===== src/rtl/div_arbiter.sv =====
// Round-robin arbiter that shares one sequential divider between NUM_REQ requesters.
// Latency: req sampled in IDLE -> div start next cycle -> done one cycle after div_ready is seen (div-by-zero: done 2 cycles after sample).
// Backpressure: requesters hold req until their done pulse; the arbiter serves one request at a time.
// Optional feature: define DIV_ARB_TIMEOUT_EN to add a WAIT-state watchdog of TIMEOUT_CYCLES cycles.
module div_arbiter #(
  parameter int NUM_REQ        = 4,
  parameter int BITS           = 64,
  parameter int TIMEOUT_CYCLES = 255
) (
  input  logic                    clk_i,
  input  logic                    rst_ni,
  input  logic [NUM_REQ-1:0]      req_i,
  input  logic [NUM_REQ*BITS-1:0] req_dividendo_i,
  input  logic [NUM_REQ*BITS-1:0] req_divisor_i,
  output logic [NUM_REQ-1:0]      grant_o,
  output logic [NUM_REQ-1:0]      done_o,
  output logic [BITS-1:0]         result_o,
  output logic                    div_err_o,
  output logic                    div_reset_o,
  output logic [BITS-1:0]         div_dividendo_o,
  output logic [BITS-1:0]         div_divisor_o,
  input  logic                    div_ready_i,
  input  logic [BITS-1:0]         div_result_i
);

  localparam int IW = (NUM_REQ > 1) ? $clog2(NUM_REQ) : 1;

  // Reject configurations outside the supported range at elaboration.
  if (NUM_REQ < 2 || NUM_REQ > 8) begin : g_bad_num_req
    $error("div_arbiter: NUM_REQ must be in 2..8");
  end
  if (BITS < 1) begin : g_bad_bits
    $error("div_arbiter: BITS must be positive");
  end
  if (TIMEOUT_CYCLES < 1 || TIMEOUT_CYCLES > 65535) begin : g_bad_timeout
    $error("div_arbiter: TIMEOUT_CYCLES must be in 1..65535");
  end

  typedef enum logic [1:0] {
    IDLE   = 2'd0,
    LAUNCH = 2'd1,
    WAIT   = 2'd2,
    DONE   = 2'd3
  } state_e;

  state_e              state_q, state_d;
  logic [NUM_REQ-1:0]  grant_q;
  logic [IW-1:0]       owner_q;
  logic [IW-1:0]       rr_ptr_q;
  logic [BITS-1:0]     result_q;
  logic                err_q;
  logic [BITS-1:0]     dvd_q;
  logic [BITS-1:0]     dvs_q;
  logic                guard_q;

  logic                pick_vld;
  logic [IW-1:0]       pick_idx;
  logic [IW-1:0]       cand;
  logic [NUM_REQ-1:0]  pick_oh;
  logic                cap_ok;
  logic                force_err;

`ifdef DIV_ARB_TIMEOUT_EN
  // Counter width is independent of BITS: 8 bits when the limit fits, else 16.
  localparam int CW = (TIMEOUT_CYCLES > 255) ? 16 : 8;
  localparam logic [CW-1:0] CNT_LAST = CW'(TIMEOUT_CYCLES - 1);
  logic [CW-1:0] cnt_q;
`endif

  // Round-robin pick: first requester at or above rr_ptr, wrapping modulo NUM_REQ.
  always_comb begin
    pick_vld = 1'b0;
    pick_idx = '0;
    cand     = '0;
    for (int k = 0; k < NUM_REQ; k++) begin
      cand = IW'((int'(rr_ptr_q) + k) % NUM_REQ);
      if (!pick_vld && req_i[cand]) begin
        pick_vld = 1'b1;
        pick_idx = cand;
      end
    end
  end

  assign pick_oh = {{(NUM_REQ-1){1'b0}}, 1'b1} << pick_idx;

  // State register.
  always_ff @(posedge clk_i or negedge rst_ni) begin
    if (!rst_ni) begin
      state_q <= IDLE;
    end else begin
      state_q <= state_d;
    end
  end

  // Next-state logic; cap_ok/force_err mark how the result is produced on entry to DONE.
  always_comb begin
    state_d   = state_q;
    cap_ok    = 1'b0;
    force_err = 1'b0;
    case (state_q)
      IDLE: begin
        if (pick_vld) state_d = LAUNCH;
      end
      LAUNCH: begin
        if (dvs_q == '0) begin
          force_err = 1'b1;
          state_d   = DONE;
        end else begin
          state_d = WAIT;
        end
      end
      WAIT: begin
        // The first WAIT cycle may still see div_ready from the previous operation.
        if (!guard_q && div_ready_i) begin
          cap_ok  = 1'b1;
          state_d = DONE;
        end
`ifdef DIV_ARB_TIMEOUT_EN
        else if (cnt_q == CNT_LAST) begin
          force_err = 1'b1;
          state_d   = DONE;
        end
`endif
      end
      DONE: begin
        state_d = IDLE;
      end
      default: begin
        state_d = IDLE;
      end
    endcase
  end

  // Grant, owner, operand latch, result capture and round-robin pointer update.
  always_ff @(posedge clk_i or negedge rst_ni) begin
    if (!rst_ni) begin
      grant_q  <= '0;
      owner_q  <= '0;
      rr_ptr_q <= '0;
      result_q <= '0;
      err_q    <= 1'b0;
      dvd_q    <= '0;
      dvs_q    <= '0;
      guard_q  <= 1'b0;
    end else begin
      guard_q <= (state_q == LAUNCH);
      if (state_q == IDLE && pick_vld) begin
        grant_q <= pick_oh;
        owner_q <= pick_idx;
        dvd_q   <= req_dividendo_i[int'(pick_idx)*BITS +: BITS];
        dvs_q   <= req_divisor_i[int'(pick_idx)*BITS +: BITS];
      end
      if (cap_ok) begin
        result_q <= div_result_i;
        err_q    <= 1'b0;
      end else if (force_err) begin
        result_q <= '1;
        err_q    <= 1'b1;
      end
      if (state_q == DONE) begin
        grant_q  <= '0;
        rr_ptr_q <= (owner_q == IW'(NUM_REQ - 1)) ? '0 : owner_q + 1'b1;
      end
    end
  end

`ifdef DIV_ARB_TIMEOUT_EN
  // Watchdog: counts WAIT cycles, cleared in every other state.
  always_ff @(posedge clk_i or negedge rst_ni) begin
    if (!rst_ni) begin
      cnt_q <= '0;
    end else if (state_q == WAIT) begin
      cnt_q <= cnt_q + 1'b1;
    end else begin
      cnt_q <= '0;
    end
  end
`endif

  assign grant_o         = grant_q;
  assign done_o          = (state_q == DONE) ? grant_q : '0;
  assign result_o        = result_q;
  assign div_err_o       = (state_q == DONE) && err_q;
  assign div_reset_o     = (state_q == LAUNCH) && (dvs_q != '0);
  assign div_dividendo_o = dvd_q;
  assign div_divisor_o   = dvs_q;

endmodule

===== config.mk =====
export PLATFORM = sky130hd
export DESIGN_NAME = div_arbiter
export DESIGN_NICKNAME = d
export VERILOG_FILES = /design/src/rtl/div_arbiter.sv
export SDC_FILE = /design/constraint.sdc
export NUM_CORES = 1
export LEC_CHECK = 0
export ABC_AREA = 1
export CAP_MARGIN = 20
export CELL_PAD_IN_SITES_DETAIL_PLACEMENT = 2
export CELL_PAD_IN_SITES_GLOBAL_PLACEMENT = 2
export CORE_AREA = 2 2 308 310
export CTS_BUF_LIST = sky130_fd_sc_hd__clkbuf_8
export DETAILED_ROUTE_END_ITERATION = 6
export DIE_AREA = 0 0 310 312
export PLACE_DENSITY = 0.67
export SLEW_MARGIN = 40
export SYNTH_ARGS = -nofsm -noshare
export SYNTH_HDL_FRONTEND = slang
export SYNTH_SLANG_ARGS = --single-unit
export TNS_END_PERCENT = 100

===== constraint.sdc =====
create_clock -name clk_i -period 2.7 [get_ports clk_i]
set_clock_uncertainty 0.1 [all_clocks]
set_input_delay 0.405 -clock clk_i [delete_from_list [all_inputs] [get_ports clk_i]]
set_output_delay 0.405 -clock clk_i [all_outputs]
set_load 0.02 [all_outputs]

==> flow_metrics.py <==
metrics = {
    "status": {
        "status": "finished, final reports clean",
    },
    "global_route": {
        "grt_max_degree": 53,
        "grt_pass1_wl_mm": 138.2,
        "grt_pass1_vias": 20294,
        "grtUsageTotal": 0.1937,
        "grt-ovfl-total": 0,
        "antenna_found_initial": 31,
    },
    "setup_path": {
        "crit_type": "reg -> out",
        "crit_required_ps": 2190,
        "slowest_delay_ps": 410,
        "startpoint_type": "flip-flop",
        "crit_fanout": 3,
        "arrival_ps": 2140,
        "path_cells": "nor4_2 -> nand3_1 -> nor2_1 -> buf_4 -> and2_4 -> nor2_2 -> buf_6",
        "worstSetupEndpointType": "primary output",
        "slowest_stage": "dfrtp_1",
    },
    "layout": {
        "layout-drive-gt1-share": 0.09984,
        "area_delta_synth_final_pct": 86.97,
        "multiInputGateArea_um2": 7941,
        "nets": 3708,
        "layout.cells.non_filler": 4421,
        "seqCellArea_um2": 5107,
        "fin_area_um2": 25980,
        "fillers": 11052,
    },
    "job": {
        "maxCapViolations": 0,
    },
    "clock_network": {
        "clk-insertion-delay-late_ps": 630,
        "cts_buffers": 47,
        "cts.sinks": 204,
        "clockBufferDepth": 3,
        "cts_tree": "built",
        "root_buffer": "clkbuf_8",
        "clk_pin_slew_ps": 60,
        "htreeDepth": 2,
    },
    "logic_synthesis": {
        "syn_area_per_cell_um2": 6.121,
        "yosys_warnings": 0,
        "synth_seq_area_share": 0.3674,
        "synth_nets": 2858,
        "synth-edff-count": 0,
        "synth_area_um2": 13890,
        "syn_inst": 2270,
        "ys_ff_latch": 204,
        "ys_types": 26,
        "synth_top_flop_cell": "dfrtp_1",
        "synth-async-reset-ratio": 1.000,
    },
    "floorplan": {
        "die-area_um2": 96720,
        "core_um2": 93050,
        "initial_utilization": 0.1493,
        "rows": 112,
        "num_io_pins": 785,
        "die_w_um": 310,
        "dieHeight_um": 312,
    },
    "min_path": {
        "holdCritPathClass": "in -> async",
    },
    "timing": {
        "max_slew_margin": 0.6586,
        "worst_pin_slew_ps": 512.1,
        "timing.hold.ws_ps": 180.3,
        "finalCritPeriodShare": 0.9810,
        "finalCriticalPeriod_ps": 2649,
        "clock.fmax_mhz": 377.6,
        "setup_viol": 0,
        "setup_slack_ps": 51.41,
        "finalSetupTns_ps": 0,
        "maxSlewViolCount": 0,
        "rsz0062_at_grt": "true",
        "finalHoldViolCount": 0,
    },
    "route": {
        "drt_iter0_markers": 860,
        "drc_errors": 0,
        "wl_per_cell_um": 22.60,
        "drt_wl_total_mm": 99.93,
        "dr_total_vias": 18906,
        "avgViaCountPerCell": 4.276,
        "drtPass1Iterations": 5,
        "antenna_left": 0,
    },
    "placement": {
        "gp_congestion": 0.8668,
        "placed_cell_area_um2": 24300,
        "dp_cells": 4292,
        "portBuffers": 784,
        "hpwl_mm": 77.69,
        "pre_cts_ws_ps": -193.4,
    },
    "power": {
        "p_per_area_nw_per_um2": 1589,
        "peakVddDrop_uv": 837.9,
        "p_leak_nw": 12.58,
    },
}
[cell families (layout without fill, tap and decap cells)]
family / after synthesis / in the layout / share of synthesized area
AO/OA/AOI/OAI: 16 / 16 / 0.006753
flip-flops: 204 / 204 / 0.3674
other: 0 / 12 / 0
AND/OR/NAND/NOR: 1838 / 1838 / 0.5506
adder cells (fa/ha/maj): 5 / 5 / 0.004502
buffers and inverters: 207 / 1092 / 0.07078
[cell usage after synthesis, types with 2 or more instances]
library cell     n  area (um^2)
o21ai_1          3        15.01
nand4_1        260         1627
inv_1           20        75.07
clkbuf_1        55        206.5
nor4_1           8        50.05
nand2_1       1334         5007
nand3b_1         4        30.03
buf_4           16        120.1
nand3_4          2        35.03
nor2_1         213        799.5
nand3_1         11        55.05
o21ai_0          7        35.03
nand2_2          3        18.77
buf_6            2        22.52
ha_1             5        62.56
o31ai_1          3        22.52
inv_2            3        11.26
buf_1            6        22.52
buf_2          105        525.5
dfrtp_1        204         5105
[cells in the final DEF (no fill, tap or decap), types with 4 or more instances in the layout]
cell type        Yosys  final
ha_1                 5      4
buf_4               16    135
clkinv_2             0      4
nand2_2              3     17
nand3_1             11     11
inv_1               20     30
nor4_1               8      4
clkbuf_16            0     10
nand2_1           1334   1316
nand3b_1             4      4
buf_12               0     41
diode_2              0     12
clkdlybuf4s50_1      0    777
buf_16               0      6
clkbuf_8             0     66
buf_6                2      8
o21ai_0              7      7
nor2_1             213    211
dfrtp_1            204    202
nand4_1            260    260
[where the power goes]
| part | total, W | internal [W] | leakage (nW) | switching, W |
|---|---|---|---|---|
| combinational | 0.0316 | 0.0124 | 9.56 | 0.0192 |
| clock | 0.00397 | 0.00226 | 0.577 | 0.00172 |
| sequential | 0.00566 | 0.00456 | 2.44 | 0.00111 |
| total | 0.0413 | 0.0193 | 12.6 | 0.0220 |
[area by class of cell]
cell class | count | area share
timing repair buffer | 984 | 0.3924
multi-input combinational | 1859 | 0.3057
sequential | 204 | 0.1966
tap | 1254 | 0.06040
clock buffer | 66 | 0.03497
clock inverter | 18 | 0.004527
inverter | 23 | 0.004094
antenna | 12 | 0.001156
timing repair inverter | 1 | 0.0001927
[critical path, delay by kind of cell (launching register included)]
family	cells	cell delay, ps
buffers and inverters	2	270
DFF	1	410
and+or+nand+nor	5	830
[routing by layer]
metal | up-vias | wire length (um) | GRT usage | part of all wire
li1 | 8959 | - | - | -
met1 | 9226 | 42710 | 0.2407 | 0.43
met2 | 535 | 48280 | 0.3245 | 0.48
met3 | 156 | 6136 | 0.05154 | 0.061
met4 | 30 | 2613 | 0.06017 | 0.026
met5 | - | 192 | 0 | 0.0019
[per-stage QoR]
step | util | power [W]
final | 0.2792 | 0.04128
after global routing | 0.2791 | 0.04517
after detailed placement | 0.2612 | 0.03565
after floorplan | - | 0.02106
after global placement | 0.2612 | 0.03524
after CTS | 0.2729 | 0.04004
[repair_timing]
item,CTS,global route
cloned,0,12
pin swaps,5,13
setup endpoints to repair,9,70
gates resized for setup,20,37
hold buffers,1,0
buffers inserted,0,21
endpoints found under the hold margin,56,0
[flip-flops by register name (all words and copies together), names as in the netlist]
name / count
div_dividendo_o: 64
owner_q: 2
guard_q: 1
rr_ptr_q: 2
div_divisor_o: 64
state_q: 2
grant_o: 4
result_o: 64
err_q: 1
[path summary, 6_finish.rpt]
check,endpoint,cells after the start,from,slack [ps]
hold / removal,div_divisor_o[27],2,rst_ni,180
min in group clk_i,result_o[3],3,div_result_i[3],260
hold reg to reg,div_dividendo_o[15],2,div_dividendo_o[15],370
setup / recovery,div_reset_o,7,div_divisor_o[56],50
max in group asynchronous,result_o[13],3,rst_ni,1530
setup reg to reg,div_divisor_o[61],17,rr_ptr_q[0],110
Power figures use the tool's default switching activity.
==> RTL change 1: new RTL, same settings <==
Register the inputs `req_dividendo_i`, `req_divisor_i`, `div_ready_i` and `div_result_i` before use. The logic sees them one clock later. The other inputs are not delayed to match.
--- a/src/rtl/div_arbiter.sv
+++ b/src/rtl/div_arbiter.sv
@@ -27,2 +27,14 @@
 
+  logic [NUM_REQ*BITS-1:0] req_dividendo_q;
+  logic [NUM_REQ*BITS-1:0] req_divisor_q;
+  logic div_ready_q;
+  logic [BITS-1:0] div_result_q;
+
+  always_ff @(posedge clk_i) begin
+    req_dividendo_q <= req_dividendo_i;
+    req_divisor_q   <= req_divisor_i;
+    div_ready_q     <= div_ready_i;
+    div_result_q    <= div_result_i;
+  end
+
   // Reject configurations outside the supported range at elaboration.
@@ -113,3 +125,3 @@
         // The first WAIT cycle may still see div_ready from the previous operation.
-        if (!guard_q && div_ready_i) begin
+        if (!guard_q && div_ready_q) begin
           cap_ok  = 1'b1;
@@ -149,7 +161,7 @@
         owner_q <= pick_idx;
-        dvd_q   <= req_dividendo_i[int'(pick_idx)*BITS +: BITS];
-        dvs_q   <= req_divisor_i[int'(pick_idx)*BITS +: BITS];
+        dvd_q   <= req_dividendo_q[int'(pick_idx)*BITS +: BITS];
+        dvs_q   <= req_divisor_q[int'(pick_idx)*BITS +: BITS];
       end
       if (cap_ok) begin
-        result_q <= div_result_i;
+        result_q <= div_result_q;
         err_q    <= 1'b0;
Function: not settled (the Yosys comparison gave no result); the edit may change what the design does.
==> RTL change 1 against the original RTL <==
  * The flow now finishes with violations (setup timing)
  * Total power up 44%
  * Setup slack worse by 0.20 ns
  * Sequential cell count up 577
  * Synthesized area up 88%
  * Clock power rose to 3.1 times the old value
  * Count of clock-buffer cells in the layout up 114
  * Routed wire length up 52%
  * Maximum frequency down 7.0%
  * Cell area up 76%
  * Critical path type unchanged
  * Largest cell class is now flip-flops and latches
  * Largest power group unchanged
==> RTL change 1: results (changes against the original RTL) <==
Main synth FF type dfxtp_1 (was dfrtp_1); Setup WS pre-CTS -0.1545 ns (was -0.1934 ns); initial antenna violation count 43 (was 31); critical path launch point div_divisor_o[5] (was div_divisor_o[56]); H-tree depth 4 (was 2); placed insts 4921 (was 4292); hold crit path type input port to flip-flop (was input port to asynchronous set/reset pin); first-pass GRT wire length 216800 microns (was 138200 microns); Worst EP arrival 2.34 ns (was 2.14 ns); vias 27.02k (was 18.91k); routed wire length 151700 microns (was 99930 microns); synthesized area per cell 8.893 sq um (was 6.121 sq um); final setup margin -0.1482 ns (was 0.05141 ns); Leak 21.65 nW (was 12.58 nW); status complete, but fails checks (was complete, no violations); register area share after synthesis 0.6375 (was 0.3674); Filler Cell Count 9570 (was 11.05k); Starting DRT DRC Count 1324 (was 860); Total Routing Usage GR 0.3044 (was 0.1937); largest net degree at the start of global routing 72 (was 53); Final GP Congestion 0.8456 (was 0.8668); HPWL Detailed 83120 microns (was 77690 microns); net count of the finished layout 5005 (was 3708); Sw Share 0.4524 (was 0.5335); most common library cells after synthesis 820 x nand2_1, 577 x dfxtp_1, 405 x inv_1 (was 1334 x nand2_1, 260 x nand4_1, 213 x nor2_1); TritonCTS Buffers 140 (was 47); Worst path max stage delay 0.53 ns (was 0.41 ns); Syn Nets 3526 (was 2858); layout cells sized above 1 0.08646 (was 0.09984); Worst slew margin 0.5590 (was 0.6586); post-place instance area 0.03622 sq mm (was 0.02430 sq mm); ranking of synthesized cells by area dfxtp_1 44%, dfrtp_1 20%, nand2_1 12% (was dfrtp_1 37%, nand2_1 36%, nand4_1 12%); VDD IR max 0.8466 mV (was 0.8379 mV); router iterations before antenna repair 5 (unchanged); CP delay by family, top simple AND/OR/NAND/NOR gates (unchanged); RR Startpoint rr_ptr_q[0] (unchanged); share of synthesized registers carrying an async set or reset 0.2612 (was 1.000); vias in the first global route 32.07k (was 20.29k); Final Non-Filler Cells 5828 (was 4421); Final setup viols 1 (was 0); failing checks setup timing; Worst-Skew Late Latency 0.83 ns (was 0.63 ns)
[RTL change 1: cell types whose count changed in the layout (fill, tap and decap cells not counted), sizes merged, moves of 14 or more]
cell         before  now
clkbuf           76  188
buf             191  126
nand3b            4  128
nand4           260    5
dfxtp             0  577
nor2            214  200
diode            12   40
inv              34  457
nand3            14  395
dlygate4sd3       1  576
nand2          1337  828
[RTL change 1: final cells by class]
| type | count | share of cell area |
|---|---|---|
| inverter | 409 | 0.03395 |
| timing repair buffer | 1492 | 0.3387 |
| clock buffer | 180 | 0.05417 |
| sequential | 781 | 0.3644 |
| clock inverter | 79 | 0.01168 |
| multi-input combinational | 1593 | 0.1606 |
| tap | 1254 | 0.03431 |
| antenna | 40 | 0.002189 |
[RTL change 1: timing repair]
| item | 4_1_cts | 5_1_grt |
|---|---|---|
| cloned | 0 | 9 |
| endpoints found under the setup margin | 6 | 110 |
| hold buffers | 575 | 1 |
| resized for setup | 24 | 35 |
| pin swaps | 5 | 10 |
| hold endpoints to repair | 758 | 1 |
| setup buffers | 3 | 20 |
[RTL change 1: layer usage]
layer  global-route usage  part of all wire
met1               0.3167              0.36
met2               0.5529              0.53
met3              0.07859             0.058
met4               0.1684             0.058
met5                    0           0.00047
[RTL change 1: cells by family after synthesis]
| kind of cell | count (synthesis) | share of synthesized area |
|---|---|---|
| buf+inv | 564 | 0.08975 |
| compound gates | 16 | 0.003352 |
| simple gates | 1572 | 0.2670 |
| flops | 781 | 0.6375 |
| fa+ha+maj | 5 | 0.002395 |
[RTL change 1: worst paths after layout]
| kind | endpoint | slack (ns) | cells past startpoint |
|---|---|---|---|
| setup / recovery | div_reset_o | -0.15 | 5 |
| setup reg to reg | div_divisor_o[20] | 0 | 17 |
| min in group asynchronous | result_o[20] | 0.10 | 2 |
| hold reg to reg | div_dividendo_o[16] | 0.38 | 2 |
| max in group asynchronous | result_o[6] | 1.56 | 3 |
| hold / removal | req_divisor_q[4] | 0.09 | 1 |
[RTL change 1: power by group through the flow]
stage / logic [mW] / registers, mW / clock network [mW]
3_5_place_dp: 27.1 / 15.2 / 0
4_1_cts: 28.1 / 15.0 / 12.2
3_3_place_gp: 26.3 / 15.1 / 0
6_report: 31.9 / 15.3 / 12.4
5_1_grt: 34.2 / 15.4 / 13.2
2_1_floorplan: 12.9 / 16.5 / 0
[RTL change 1: through the flow]
stage	total power [mW]	setup TNS, ns	util
finish	59.50	-0.1482	0.4915
global route	62.79	-0.7853	0.4914
CTS	55.38	-0.2291	0.4847
detailed placement	42.25	-9.584	0.3892
global placement	41.32	-0.2534	0.3892
floorplan	29.37	0	-
==> RTL change 2: new RTL, same settings <==
Without the edit above. Add a define of `DIV_ARB_TIMEOUT_EN`.
--- a/src/rtl/div_arbiter.sv
+++ b/src/rtl/div_arbiter.sv
@@ -4,2 +4,4 @@
 // Optional feature: define DIV_ARB_TIMEOUT_EN to add a WAIT-state watchdog of TIMEOUT_CYCLES cycles.
+`define DIV_ARB_TIMEOUT_EN
+
 module div_arbiter #(
Formal check against the unedited RTL: no difference found for any inputs over 4 cycles, from zero or initial values and one cycle with rst_ni low; that may be too few to reach the edited logic, so the function may still have changed.
==> RTL change 2 against the original RTL <==
  * Routed wire length shrank 2.5%
  * Synthesized area grew 6.9%
  * Total power shrank 1.3%
  * Hold slack gained 0.0014 ns
  * Sequential cell count grew 8
  * Final cell count grew 2.2%
  * Setup slack gained 0.038 ns
  * Clock power grew 5.0%
  * Cell area grew 2.0%
==> RTL change 2: results (changes against the original RTL) <==
most common library cells after synthesis 1475 x nand2_1, 262 x nand4_1, 212 x dfrtp_1 (was 1334 x nand2_1, 260 x nand4_1, 213 x nor2_1); register area share after synthesis 0.3571 (was 0.3674); post-place instance area 0.02517 sq mm (was 0.02430 sq mm); TritonCTS Buffers 49 (was 47); Worst EP arrival 2.11 ns (was 2.14 ns); Setup WS pre-CTS -0.2873 ns (was -0.1934 ns); Post-Synth Adder-Cell Area 0.006737 (was 0.004502); Total Routing Usage GR 0.1972 (was 0.1937); compound-cell area share of the yosys netlist 0.007495 (was 0.006754); layout cells sized above 1 0.1035 (was 0.09984); CTS resizes 24 (was 20); Final GP Congestion 0.8432 (was 0.8668); Via density 4.319 (was 4.276); Synth cell types 27 (was 26); met1 Resource Use GR 0.2320 (was 0.2407); synthesized area per cell 6.170 sq um (was 6.121 sq um); ranking of synthesized cells by area nand2_1 37%, dfrtp_1 36%, nand4_1 11% (was dfrtp_1 37%, nand2_1 36%, nand4_1 12%); critical path launch point div_divisor_o[40] (was div_divisor_o[56]); status complete, no violations (unchanged); Leak 12.91 nW (was 12.58 nW); vias in the first global route 21.41k (was 20.29k); largest net degree at the start of global routing 66 (was 53); reg2reg setup slack 0.18 ns (was 0.11 ns); Final Hold Slack 0.1817 ns (was 0.1803 ns); GR met2 Demand/Resource 0.3441 (was 0.3245); first-pass GRT wire length 142000 microns (was 138200 microns); placed insts 4402 (was 4292); Setup Buffers After CTS 1 (was 0); Syn Nets 2999 (was 2858); end of the worst register-to-register path div_dividendo_o[4] (was div_divisor_o[61]); initial antenna violation count 28 (was 31); Worst-Skew Late Latency 0.67 ns (was 0.63 ns)
## RTL change 2: cell type report
| type | instances | area (sq um) | area share |
|---|---|---|---|
| Clock buffer | 61 | 839.6 | 0.03168 |
| Antenna cell | 16 | 40.04 | 0.001511 |
| Clock inverter | 30 | 235.2 | 0.008876 |
| Tap cell | 1254 | 1569 | 0.05921 |
| Multi-Input combinational cell | 1969 | 8594 | 0.3243 |
| Timing Repair Buffer | 946 | 9784 | 0.3692 |
| Sequential cell | 212 | 5306 | 0.2002 |
| Inverter | 29 | 131.4 | 0.004958 |
## RTL change 2: worst reg2reg max path, cell delays in order, from the launching register on
cell and delay, ns:
dfrtp_2 0.44, buf_4 0.17, nand2_1 0.08, nand3_1 0.14
nand2_2 0.13, nor2_4 0.05, buf_4 0.14, nand3_1 0.07
nand3_1 0.12, nand2_4 0.18, clkinv_8 0.11, buf_12 0.16
buf_4 0.20, nand2_1 0.09, nand2_1 0.07, nand2_1 0.06
nand2_1 0.05
## RTL change 2: per-layer routing
metal	up-vias	share of wire
met2	484	0.50
met1	9535	0.40
li1	9333	-
met5	-	0.0014
met4	20	0.030
met3	135	0.063
## RTL change 2: how the worst max path moves through the flow
| stage | end | slack (ns) | depth (start not counted) |
|---|---|---|---|
| floorplan | result_o[54] | 0.59 | 10 |
| finish | div_reset_o | 0.09 | 8 |
| global route | div_reset_o | -0.05 | 8 |
| CTS | div_reset_o | -0.08 | 8 |
| global placement | div_divisor_o[60] | -0.28 | 17 |
| detailed placement | div_divisor_o[60] | -0.29 | 17 |
## RTL change 2: report_power, final
group	total, mW	leakage [nW]	internal [mW]	switching, mW
registers	5.84	2.63	4.74	1.10
clock network	4.17	0.616	2.35	1.82
logic	30.7	9.67	12.0	18.7
total	40.7	12.9	19.1	21.6
